`src/rtl/game_tick_sync.sv`:
```
// Purpose     : consumer end of the game clock; synchronises the slow game_clock
//               toggle, applies speed scaling/pause/stall watchdog, emits move ticks.
// Latency     : move_tick rises after the 3rd clk edge that samples game_clock high.
// Backpressure: pulse mode has none; with TICK_HANDSHAKE_EN the request holds until
//               move_ack and ticks arriving meanwhile are counted in missed_ticks.
//
// Ports:
//   clk, reset    system clock; asynchronous active-high reset
//   game_clock    slow free-running toggle from the divider (asynchronous)
//   pause         level; suppresses ticks and freezes the skip counter
//   speed_level   0 = tick every 4th game_clock edge .. 3 = every edge
//   move_ack      request acknowledge (only meaningful with TICK_HANDSHAKE_EN)
//   move_tick     move request / pulse to the snake FSM
//   tick_count    ticks issued, wraps at 16 bits
//   missed_ticks  ticks lost behind a pending request, saturating at 255
//   stalled       watchdog expired (no game_clock rising edge for STALL_CYCLES)
//   state         IDLE=0, RUN=1, PAUSED=2, STALLED=3
//
// Optional feature macro: TICK_HANDSHAKE_EN (undefined = 1-cycle pulse mode).

module game_tick_sync #(
  parameter int STALL_CYCLES = 30_000_000,
  parameter int CNT_W        = 26
) (
  input  logic        clk,
  input  logic        reset,
  input  logic        game_clock,
  input  logic        pause,
  input  logic [1:0]  speed_level,
  input  logic        move_ack,
  output logic        move_tick,
  output logic [15:0] tick_count,
  output logic [7:0]  missed_ticks,
  output logic        stalled,
  output logic [1:0]  state
);

  localparam logic [1:0] IDLE    = 2'd0;
  localparam logic [1:0] RUN     = 2'd1;
  localparam logic [1:0] PAUSED  = 2'd2;
  localparam logic [1:0] STALLED = 2'd3;

  localparam logic [CNT_W-1:0] STALL_LIM = CNT_W'(STALL_CYCLES);
  localparam logic [CNT_W-1:0] WD_ONE    = CNT_W'(1);

  // Synchroniser / edge detector
  logic s1_q, s1_d;
  logic s2_q, s2_d;
  logic s3_q, s3_d;
  logic gc_rise;

  // Control state
  logic [1:0]       skip_cnt_q, skip_cnt_d;
  logic [CNT_W-1:0] wd_cnt_q, wd_cnt_d;
  logic             stalled_q, stalled_d;
  logic [1:0]       state_q, state_d;
  logic             seen_edge_q, seen_edge_d;

  // Output registers
  logic             move_tick_q, move_tick_d;
  logic [15:0]      tick_count_q, tick_count_d;
  logic [7:0]       missed_ticks_q, missed_ticks_d;

  logic [1:0]       tick_thresh;
  logic             tick;

  // ------------------------------------------------------------------
  // game_clock synchroniser; s3 only exists to detect the rising edge.
  // ------------------------------------------------------------------
  always_comb begin
    s1_d = game_clock;
    s2_d = s1_q;
    s3_d = s2_q;
  end

  assign gc_rise = s2_q & ~s3_q;

  // ------------------------------------------------------------------
  // Speed scaling: an edge issues a tick once skip_cnt has reached the
  // threshold. Comparing with >= (rather than ==) means a speed-up that
  // drops the threshold below the current count ticks on the next edge.
  // Pause wins over a coincident edge and freezes the counter.
  // ------------------------------------------------------------------
  always_comb begin
    tick_thresh = 2'd3 - speed_level;
    tick        = 1'b0;
    skip_cnt_d  = skip_cnt_q;
    if (gc_rise && !pause) begin
      if (skip_cnt_q >= tick_thresh) begin
        tick       = 1'b1;
        skip_cnt_d = 2'd0;
      end else begin
        skip_cnt_d = skip_cnt_q + 2'd1;
      end
    end
  end

  // ------------------------------------------------------------------
  // Watchdog: free-running in every state, cleared by each rising edge,
  // held once it reaches the limit so stalled stays asserted.
  // ------------------------------------------------------------------
  always_comb begin
    wd_cnt_d  = wd_cnt_q;
    stalled_d = 1'b0;
    if (gc_rise) begin
      wd_cnt_d  = '0;
      stalled_d = 1'b0;
    end else begin
      if (wd_cnt_q < STALL_LIM) begin
        wd_cnt_d = wd_cnt_q + WD_ONE;
      end
      stalled_d = (wd_cnt_d >= STALL_LIM);
    end
  end

  // ------------------------------------------------------------------
  // Mode FSM. stalled_d is used (not stalled_q) so state and the stalled
  // output change on the same clock edge.
  // ------------------------------------------------------------------
  always_comb begin
    seen_edge_d = seen_edge_q | gc_rise;
    state_d     = state_q;
    if (pause) begin
      state_d = PAUSED;
    end else begin
      case (state_q)
        IDLE: begin
          if (stalled_d) begin
            state_d = STALLED;
          end else if (gc_rise) begin
            state_d = RUN;
          end
        end
        RUN: begin
          if (stalled_d) begin
            state_d = STALLED;
          end
        end
        STALLED: begin
          if (gc_rise) begin
            state_d = RUN;
          end
        end
        PAUSED: begin
          // Leaving pause: an expired watchdog still takes precedence,
          // otherwise resume only if the game clock has ever been seen.
          if (stalled_d) begin
            state_d = STALLED;
          end else if (seen_edge_d) begin
            state_d = RUN;
          end else begin
            state_d = IDLE;
          end
        end
        default: begin
          state_d = IDLE;
        end
      endcase
    end
  end

  // ------------------------------------------------------------------
  // Tick delivery
  // ------------------------------------------------------------------
`ifdef TICK_HANDSHAKE_EN
  always_comb begin
    move_tick_d    = move_tick_q;
    tick_count_d   = tick_count_q;
    missed_ticks_d = missed_ticks_q;
    if (tick) begin
      if (move_tick_q && !move_ack) begin
        // Request still outstanding: this tick is lost.
        if (missed_ticks_q != 8'hFF) begin
          missed_ticks_d = missed_ticks_q + 8'd1;
        end
      end else begin
        // Idle, or the old request retires this cycle: raise a fresh one.
        move_tick_d  = 1'b1;
        tick_count_d = tick_count_q + 16'd1;
      end
    end else if (move_ack) begin
      move_tick_d = 1'b0;
    end
  end
`else
  logic unused_move_ack;
  assign unused_move_ack = move_ack;

  always_comb begin
    move_tick_d    = tick;
    tick_count_d   = tick_count_q + {15'd0, tick};
    missed_ticks_d = 8'd0;
  end
`endif

  // ------------------------------------------------------------------
  // Registers
  // ------------------------------------------------------------------
  always_ff @(posedge clk or posedge reset) begin
    if (reset) begin
      s1_q           <= 1'b0;
      s2_q           <= 1'b0;
      s3_q           <= 1'b0;
      skip_cnt_q     <= 2'd0;
      wd_cnt_q       <= '0;
      stalled_q      <= 1'b0;
      state_q        <= IDLE;
      seen_edge_q    <= 1'b0;
      move_tick_q    <= 1'b0;
      tick_count_q   <= 16'd0;
      missed_ticks_q <= 8'd0;
    end else begin
      s1_q           <= s1_d;
      s2_q           <= s2_d;
      s3_q           <= s3_d;
      skip_cnt_q     <= skip_cnt_d;
      wd_cnt_q       <= wd_cnt_d;
      stalled_q      <= stalled_d;
      state_q        <= state_d;
      seen_edge_q    <= seen_edge_d;
      move_tick_q    <= move_tick_d;
      tick_count_q   <= tick_count_d;
      missed_ticks_q <= missed_ticks_d;
    end
  end

  assign move_tick    = move_tick_q;
  assign tick_count   = tick_count_q;
  assign missed_ticks = missed_ticks_q;
  assign stalled      = stalled_q;
  assign state        = state_q;

endmodule

```
`config.mk`:
```
export PLATFORM = sky130hd
export DESIGN_NAME = game_tick_sync
export DESIGN_NICKNAME = d
export VERILOG_FILES = /design/src/rtl/game_tick_sync.sv
export SDC_FILE = /design/constraint.sdc
export NUM_CORES = 1
export LEC_CHECK = 0
export BUFFER_PORTS_ARGS = -buffer_cell sky130_fd_sc_hd__buf_2
export CAP_MARGIN = 40
export CORE_UTILIZATION = 55
export CTS_CLUSTER_SIZE = 20
export DETAILED_ROUTE_END_ITERATION = 8
export HOLD_SLACK_MARGIN = 0.03
export PLACE_DENSITY_LB_ADDON = 0.2
export SETUP_SLACK_MARGIN = 0.02
export SLEW_MARGIN = 20
export SYNTH_ARGS = -nofsm -noshare
export SYNTH_HDL_FRONTEND = slang
export SYNTH_SLANG_ARGS = --single-unit
export TNS_END_PERCENT = 20
```
`constraint.sdc`:
```
create_clock -name clk -period 3.27 [get_ports clk]
set_input_delay 0.327 -clock clk [delete_from_list [all_inputs] [get_ports clk]]
set_output_delay 0.327 -clock clk [all_outputs]
set_load 0.01 [all_outputs]
```
# [Word level (Yosys, flattened, before mapping)]
# Cells that the tools add are included.
[word_totals] register_bits=52 elab_cells=41 input_bits=7 out_inout_bits=28
[classes] bitwise=3 magnitude_cmp=3 reduce_logical=3 mux=14 add_sub_neg=4 n_eq_ne=4
[op_table] op="$mux W26" n=3
[op_table] op="$add A26 B1 Y26 const B" n=1
[op_table] op="$ge A26 B25 Y1 const B" n=1
[op_table] op="$lt A26 B25 Y1 const B" n=1
[op_table] op="$add A16 B1 Y16" n=1
[op_table] op="$mux W2" n=6
[op_table] op="$pmux W2 S4" n=1
[op_table] op="$eq A2 B2 Y1 const B" n=2
[op_table] op="$mux W1" n=4
[op_table] op="$ne A3 B3 Y1 const B" n=1
[op_table] op="$add A2 B1 Y2 const B" n=1
[op_table] op="$eq A2 B1 Y1 const B" n=1
[op_table] op="$ge A2 B2 Y1" n=1
[op_table] op="$logic_not A2 Y1" n=1
[op_table] op="$sub A2 B2 Y2 const A" n=1
[op_table] op="$and A1 B1 Y1" n=1
[op_table] op="$logic_and A1 B1 Y1" n=1
[op_table] op="$logic_not A1 Y1" n=1
[op_table] op="$not A1 Y1" n=1
[op_table] op="$or A1 B1 Y1" n=1

# [Depth between registers and ports, before layout]
# Gate-level depths: netlist of the first run.
[logic_depth] word_depth=8 mapped_depth=10 mapped_depth_nobuf=10

# [Worst setup path after synthesis of the first run]
# Ideal clock, no wire load.
[synth_path] path_kind="register -> register" startpoint="reg wd_cnt_q[0]" endpoint="reg state_q[0], in the netlist state[0]" path_stages_with_launch=10 t_arrival_ps=2304 synth_period_minus_slack_ps=2438 required_time_ps=3136 setup_time_ps=134 setup_slack_ps=832 path_buffers=1 cell_sequence="dfrtp_1 ha_1 clkbuf_1 nand4_1 or4_4 nor4b_4 mux2i_1 a41oi_2 o31ai_2 a21oi_1"
[synth_between] elab_chain_cells=8 elab_cells_between_ends=11 classes_between="add/sub: 1; order compare: 2; eq/ne: 1; mux: 7"
[synth_lines] element="from (decl)" line="54" rtl="logic [CNT_W-1:0] wd_cnt_q, wd_cnt_d;"
[synth_lines] element="from (signal assigned)" line="217" rtl="wd_cnt_q <= wd_cnt_d;"
[synth_lines] element="$add A26 B1 Y26 or $lt A26 B25 Y1 (tied branches)" line="110, 109"
[synth_lines] element="$mux W26 *" line="109" rtl="if (wd_cnt_q < STALL_LIM) begin"
[synth_lines] element="$mux W26 *" line="105" rtl="if (gc_rise) begin"
[synth_lines] element="$ge A26 B25 Y1 *" line="112" rtl="stalled_d = (wd_cnt_d >= STALL_LIM);"
[synth_lines] element="$mux W1 *" line="105"
[synth_lines] element="$mux W2, on equally long branches" line="147, 128"
[synth_lines] element="$pmux W2 S4" line="126" rtl="case (state_q)"
[synth_lines] element="$mux W2" line="123" rtl="if (pause) begin"
[synth_lines] element="to (signal assigned)" line="219" rtl="state_q <= state_d;"
[synth_lines] element="to (decl)" line="56" rtl="logic [1:0] state_q, state_d;"
# Every way passes the cells marked *; elsewhere a longest branch is shown, timed or not. The select of a mux whose other input is x is not followed.
# A chain may end at the register's enable or synchronous reset.

# [Worst setup path in the final report of the first run]
[layout_path] startpoint="reg wd_cnt_q[25]" endpoint="reg stalled_q, in the netlist stalled"
[layout_between] elab_chain_cells=5 elab_cells_between_ends=6 classes_between="add/sub: 1; order compare: 2; mux: 3"
[layout_lines] element="$add A26 B1 Y26 or $lt A26 B25 Y1 (tied branches)" line="110, 109"
[layout_lines] element="$mux W26 *" line="109"
[layout_lines] element="$mux W26 *" line="105"
[layout_lines] element="$ge A26 B25 Y1 *" line="112"
[layout_lines] element="$mux W1 *" line="105"
[layout_lines] element="net stalled_d" line="55" rtl="logic stalled_q, stalled_d;"
[layout_lines] element="to (signal assigned)" line="218" rtl="stalled_q <= stalled_d;"
[layout_lines] element="to (decl)" line="55"
# The timed path passes the listed nets; every way through them passes the cells marked *. The select of a mux whose other input is x is not followed.

==> run metrics, run 1 <==
Total Routing Usage GR=22.9%; most common cell after layout, fill and taps aside=dfrtp_1; routed wire length per instance=14.3 um; sequential area share after synthesis=45.4%; top_reg_cell synth=dfrtp_1; clock share of power=28.6%; Final Setup Violations=0; part of the power in registers=57.2%; RR Startpoint=wd_cnt_q[25]$_DFF_PP0_; Cells after Synth=295; Achievable Freq=363 MHz; DR iter-0 viols=223; Worst R2R End=stalled$_DFF_PP0_; most frequent cells in the layout=52 x dfrtp_1, 41 x nor2_1, 25 x buf_2, 21 x xnor2_1; Cell Chain, Critical Path=nand4b_1 -> nor4b_2 -> a311oi_2 -> buf_4 -> nand3_1 -> nor3_1 -> a211oi_1 -> o31ai_2 -> a21oi_1; Post-CTS Setup Inserts=0; io pins=35; gr ovfl total=0; Die X-Extent=74.2 um; Seq cells post-synth=52; clock buffer depth=2; Starting Density=58.8%; Cell Area, Synth=2870 um^2; antenna violations before repair=0; Final Hold Viols=0; register-to-register setup slack=520 ps; total buffers and inverters traversed by the critical path=1; placed cell count=378; net switching power=0.000394 W; area grow syn2layout=9.16%; CP endpoint kind=register; clk slew on worst S/H paths=100 ps; Nets=330; worst slew pin tran=502 ps; Cell Pwr Density=425 nW/um^2; Routability Congestion=0.925; synth warn=0; total negative slack=0 ps; cells resized by post-CTS repair=0; core footprint=4880 um^2; cells on worst reg2reg path=9; Die Y=74.2 um; Final period util=84.2%; syn avg cell area=9.73 um^2; slowest stage cell, crit path=dfrtp_1; combinational power share=14.2%; die area=5510 um^2; CTS H-tree depth=2; Worst Skew=8.80 ps; RSZ-0062 raised after global routing=false; CTS root buf=clkbuf_8; Switching Fraction=29.6%; vias=2156; Final min period=2750 ps; row cnt=25; largest net degree at the start of global routing=31; internal power=0.000936 W; vias in the first global route=2057; antenna-violating nets left=0; hold_ws=29.1 ps; slew margin rel.=66.5%; remaining routing DRC violations=0; DP Wirelength=3.93 mm; CTS Hold Bufs=0; post-synth cell types=54; PortBufs=25; worst skew pair latency=310 ps; ant diodes=0; Peak VDD IR=0.000300 V; global-route wire length before repair=9.49 mm; Critical Path RT=3510 ps; max-slew violations=0; top fanout value on the critical path=8; outcome=finished, final reports clean; final core occ=64.2%; Max-Cap Viols=0; Hold Path Class=in -> async; CTS buffer count=5; layout filler cell count=428; CP Launch Type=register; CTS tree=yes; cell family with most CP delay=simple AND/OR/NAND/NOR gates; Pre-Repair DR Iteration Count=4; max incr delay on CP=520 ps; fin cells=386; final wirelength=5.52 mm; Setup CP Type=reg -> reg; LEAKAGE=1.41 nW; vias per cell=5.59; WP data arrival=2990 ps; Post-synth EDFFs=0; CTS Sinks=52; ys async rst share=100%; layout cell share with drive strength beyond 1=17.2%
## cells in the mapped netlist, types with 2 or more instances
master    instances  area [um^2]
or3_1             2         12.5
a311o_1           2         20.0
o21ai_0           2         10.0
nand2_1          19         71.3
inv_1             7         26.3
nor4_1            3         18.8
a211oi_1          2         15.0
clkbuf_1          9         33.8
o2111a_1          2         22.5
o31ai_1           2         15.0
and3_1            7         43.8
ha_1              5         62.6
xor2_1           17          149
xnor2_1          21          184
nor3_1            8         40.0
nand4_1          10         62.6
mux2i_1           2         20.0
nand2b_1          3         18.8
buf_4             9         67.6
nor3b_1           2         15.0
a31oi_1           3         18.8
buf_2             4         20.0
nand4b_1          2         17.5
nand3_1          19         95.1
dfrtp_1          52         1300
nor2b_1           2         12.5
o21a_1            2         15.0
a21oi_1           8         40.0
and2_1            4         25.0
nor2_1           41          154
## how the worst max path moves through the flow
stage | end | slack, ps | start | depth (start not counted)
final | stalled$_DFF_PP0_ | 520 | wd_cnt_q[25]$_DFF_PP0_ | 9
after global routing | stalled$_DFF_PP0_ | 310 | wd_cnt_q[25]$_DFF_PP0_ | 9
after global placement | stalled$_DFF_PP0_ | 630 | wd_cnt_q[25]$_DFF_PP0_ | 8
after CTS | stalled$_DFF_PP0_ | 560 | wd_cnt_q[25]$_DFF_PP0_ | 9
after floorplan | state[0]$_DFFE_PP0P_ | 830 | wd_cnt_q[0]$_DFF_PP0_ | 9
after detailed placement | stalled$_DFF_PP0_ | 590 | wd_cnt_q[25]$_DFF_PP0_ | 9
## flip-flops by register name (all words and copies together), names as in the netlist
signal / flops
move_tick: 1
s1_q: 1
s2_q: 1
s3_q: 1
seen_edge_q: 1
skip_cnt_q: 2
stalled: 1
state: 2
tick_count: 16
wd_cnt_q: 26
## routing by layer
metal | global-route usage (%) | wire length, um | up-vias
met5 | 0 | 0 | -
li1 | - | - | 1057
met3 | 4.34 | 206 | 10
met2 | 36.4 | 2540 | 52
met1 | 32.3 | 2700 | 1037
met4 | 6.08 | 63 | 0
## stage by stage
stage	total power (W)	setup WS (ps)	instance area, um^2
after floorplan	0.000899	832	2900
after detailed placement	0.000964	587	3040
after CTS	0.00134	563	3130
after global placement	0.000954	631	3020
after global routing	0.00140	312	3130
final	0.00133	517	3130
## power by group through the flow
stage	Clock, W	Sequential [W]	Combinational [W]
after global placement	0	0.000771	0.000183
after global routing	0.000408	0.000772	0.000218
after detailed placement	0	0.000773	0.000191
after CTS	0.000386	0.000762	0.000194
after floorplan	0	0.000774	0.000124
final	0.000380	0.000761	0.000188
## cells by family after synthesis
kind of cell,Yosys count,share of synthesized area (%)
buffers and inverters,29,5.15
xor gates and xnor gates,38,11.6
AOI/OAI and AO/OA,34,9.94
other,1,0.131
muxes,2,0.698
and+or+nand+nor,134,24.9
DFF,52,45.4
adders and majority gates,5,2.18
## area by class of cell
cell class | count | area, um^2 | share of cell area, %
Clock inverter | 3 | 22.5 | 0.719
Clock buffer | 5 | 68.8 | 2.20
Sequential cell | 52 | 1300 | 41.6
Tap cell | 67 | 83.8 | 2.68
Multi-Input combinational cell | 221 | 1450 | 46.2
Inverter | 7 | 26.3 | 0.839
Timing Repair Buffer | 31 | 183 | 5.83
No activity file was read; power rests on OpenSTA's default activity.
==> run 2: changes to the inputs <==
- clock period: 3.27 -> 2.6 ns (I/O delays scaled with it)
==> run metrics, run 2 (same netlist as run 1, synthesis figures left out) <==
outcome=finished, final reports clean; slew margin rel.=58.0% (-8.5 points); ant diodes=0 (unchanged); largest net degree at the start of global routing=53 (+71%); DR iter-0 viols=142 (-36%); layout cell share with drive strength beyond 1=26.2% (+8.9 points); CP Launch Type=register; Hold Path Class=in -> reg; remaining routing DRC violations=0 (unchanged); clk slew on worst S/H paths=100 ps (about the same); worst slew pin tran=630 ps (+128 ps); routed wire length per instance=14.6 um (+1.9%); io pins=35 (unchanged); top fanout value on the critical path=7 (-1); antenna-violating nets left=0 (unchanged); vias=2210 (+2.5%); Total Routing Usage GR=22.6% (-0.27 points); Final min period=2500 ps (-257 ps); Final period util=96.0% (+12 points); row cnt=25 (unchanged); area grow syn2layout=16.6%; Setup CP Type=reg -> reg; hold_ws=49.6 ps (+20.5 ps); vias in the first global route=1961 (-4.7%); total negative slack=0 ps (unchanged); CTS Sinks=52 (unchanged); LEAKAGE=1.51 nW (+7.6%); core footprint=4880 um^2 (unchanged); Nets=351 (+6.4%); Critical Path RT=2780 ps (-730 ps); CP endpoint kind=register; die area=5510 um^2 (unchanged); clock buffer depth=2 (unchanged); Reg with most FFs=wd_cnt_q; vias per cell=5.43 (-2.8%); CTS tree=yes; Achievable Freq=401 MHz (+10%); Final Hold Viols=0 (unchanged); max-slew violations=0 (unchanged); WP data arrival=2680 ps (-310 ps); Max-Cap Viols=0 (unchanged); CTS root buf=clkbuf_8; global-route wire length before repair=9.32 mm (-1.7%); Routability Congestion=0.927 (+0.16%); CTS buffer count=5 (unchanged); Cell Pwr Density=499 nW/um^2 (+17%); most frequent cells in the layout=45 x dfrtp_1, 40 x nor2_1, 25 x buf_2, 25 x buf_4, 21 x xnor2_1; gr ovfl total=0 (unchanged); most common cell after layout, fill and taps aside=dfrtp_1; Die X-Extent=74.2 um (unchanged); Final Setup Violations=0 (unchanged); worst skew pair latency=310 ps (about the same); antenna violations before repair=0 (unchanged); final wirelength=5.93 mm (+7.4%); Peak VDD IR=0.000320 V (+6.5%); Largest register FFs=26 (unchanged); CTS H-tree depth=2 (unchanged); Pre-Repair DR Iteration Count=4 (unchanged); Die Y=74.2 um (unchanged); PortBufs=25 (unchanged); DP Wirelength=4.12 mm (+4.8%); Starting Density=58.8% (unchanged); Worst Skew=9.21 ps (+0.412 ps)
run 2: cell count changes in the layout (fill, tap and decap cells not counted), moves of 2 or more:
cell and change:
buf_4 +20, buf_6 +2, dfrtp_1 -7, dfrtp_2 +7
run 2: worst max-delay path, cell delays in order (launching register included):
cell       delay [ps]
dfrtp_2           460
or2_4             270
nor4b_4           350
a311o_1           260
buf_6             130
nor4_1             60
a2111oi_4         330
nor3_2            100
o31ai_2           290
a21oi_1           120
run 2: stage by stage:
| step | setup WS [ps] | power (W) | instance area, um^2 | instances | util, % |
|---|---|---|---|---|---|
| 2_1_floorplan | 162 | 0.00113 | 2900 | 302 | - |
| 3_3_place_gp | 150 | 0.00121 | 3140 | 393 | 64.4 |
| 3_5_place_dp | 85.8 | 0.00122 | 3140 | 393 | 64.4 |
| 4_1_cts | 59.9 | 0.00169 | 3230 | 401 | 66.2 |
| 5_1_grt | -14.5 | 0.00176 | 3350 | 407 | 68.6 |
| 6_report | 103 | 0.00167 | 3350 | 407 | 68.6 |
run 2: repair_timing:
action / 4_1_cts / 5_1_grt
endpoints found under the setup margin: 0 / 4
gates resized for setup: 0 / 18
buffers inserted: 0 / 6
hold endpoints to repair: 0 / 0
hold buffers: 0 / 0
run 2: per-layer routing:
metal	vias up	GRT usage [%]	wire length (um)
met5	-	0	0
met2	48	35.1	2840
met1	1055	32.0	2830
met3	7	4.47	201
li1	1100	-	-
met4	0	7.55	58
run 2: path summary, 6_finish.rpt:
check                      slack (ps)  cells past startpoint              startpoint                        to
max                               100                      9  wd_cnt_q[21]$_DFF_PP0_      state[0]$_DFFE_PP0P_
min                                50                      1              game_clock            s1_q$_DFF_PP0_
max reg2reg                       100                      9  wd_cnt_q[21]$_DFF_PP0_      state[0]$_DFFE_PP0P_
min reg2reg                       360                      0          s1_q$_DFF_PP0_            s2_q$_DFF_PP0_
max in group asynchronous        2040                      3                   reset     wd_cnt_q[7]$_DFF_PP0_
min in group asynchronous         100                      3                   reset  tick_count[14]$_DFF_PP0_
run 2: area by class of cell:
type | count | area (um^2)
Timing Repair Buffer | 52 | 335
Clock buffer | 5 | 68.8
Fill cell | 419 | 1530
Multi-Input combinational cell | 221 | 1500
Clock inverter | 3 | 22.5
Inverter | 7 | 26.3
Tap cell | 67 | 83.8
Sequential cell | 52 | 1310
run 2: power by group:
| group | switching [W] | total (W) | internal, W |
|---|---|---|---|
| Clock | 0.000277 | 0.000470 | 0.000193 |
| Combinational | 0.000137 | 0.000245 | 0.000108 |
| Sequential | 0.0000721 | 0.000954 | 0.000881 |
| Total | 0.000486 | 0.00167 | 0.00118 |
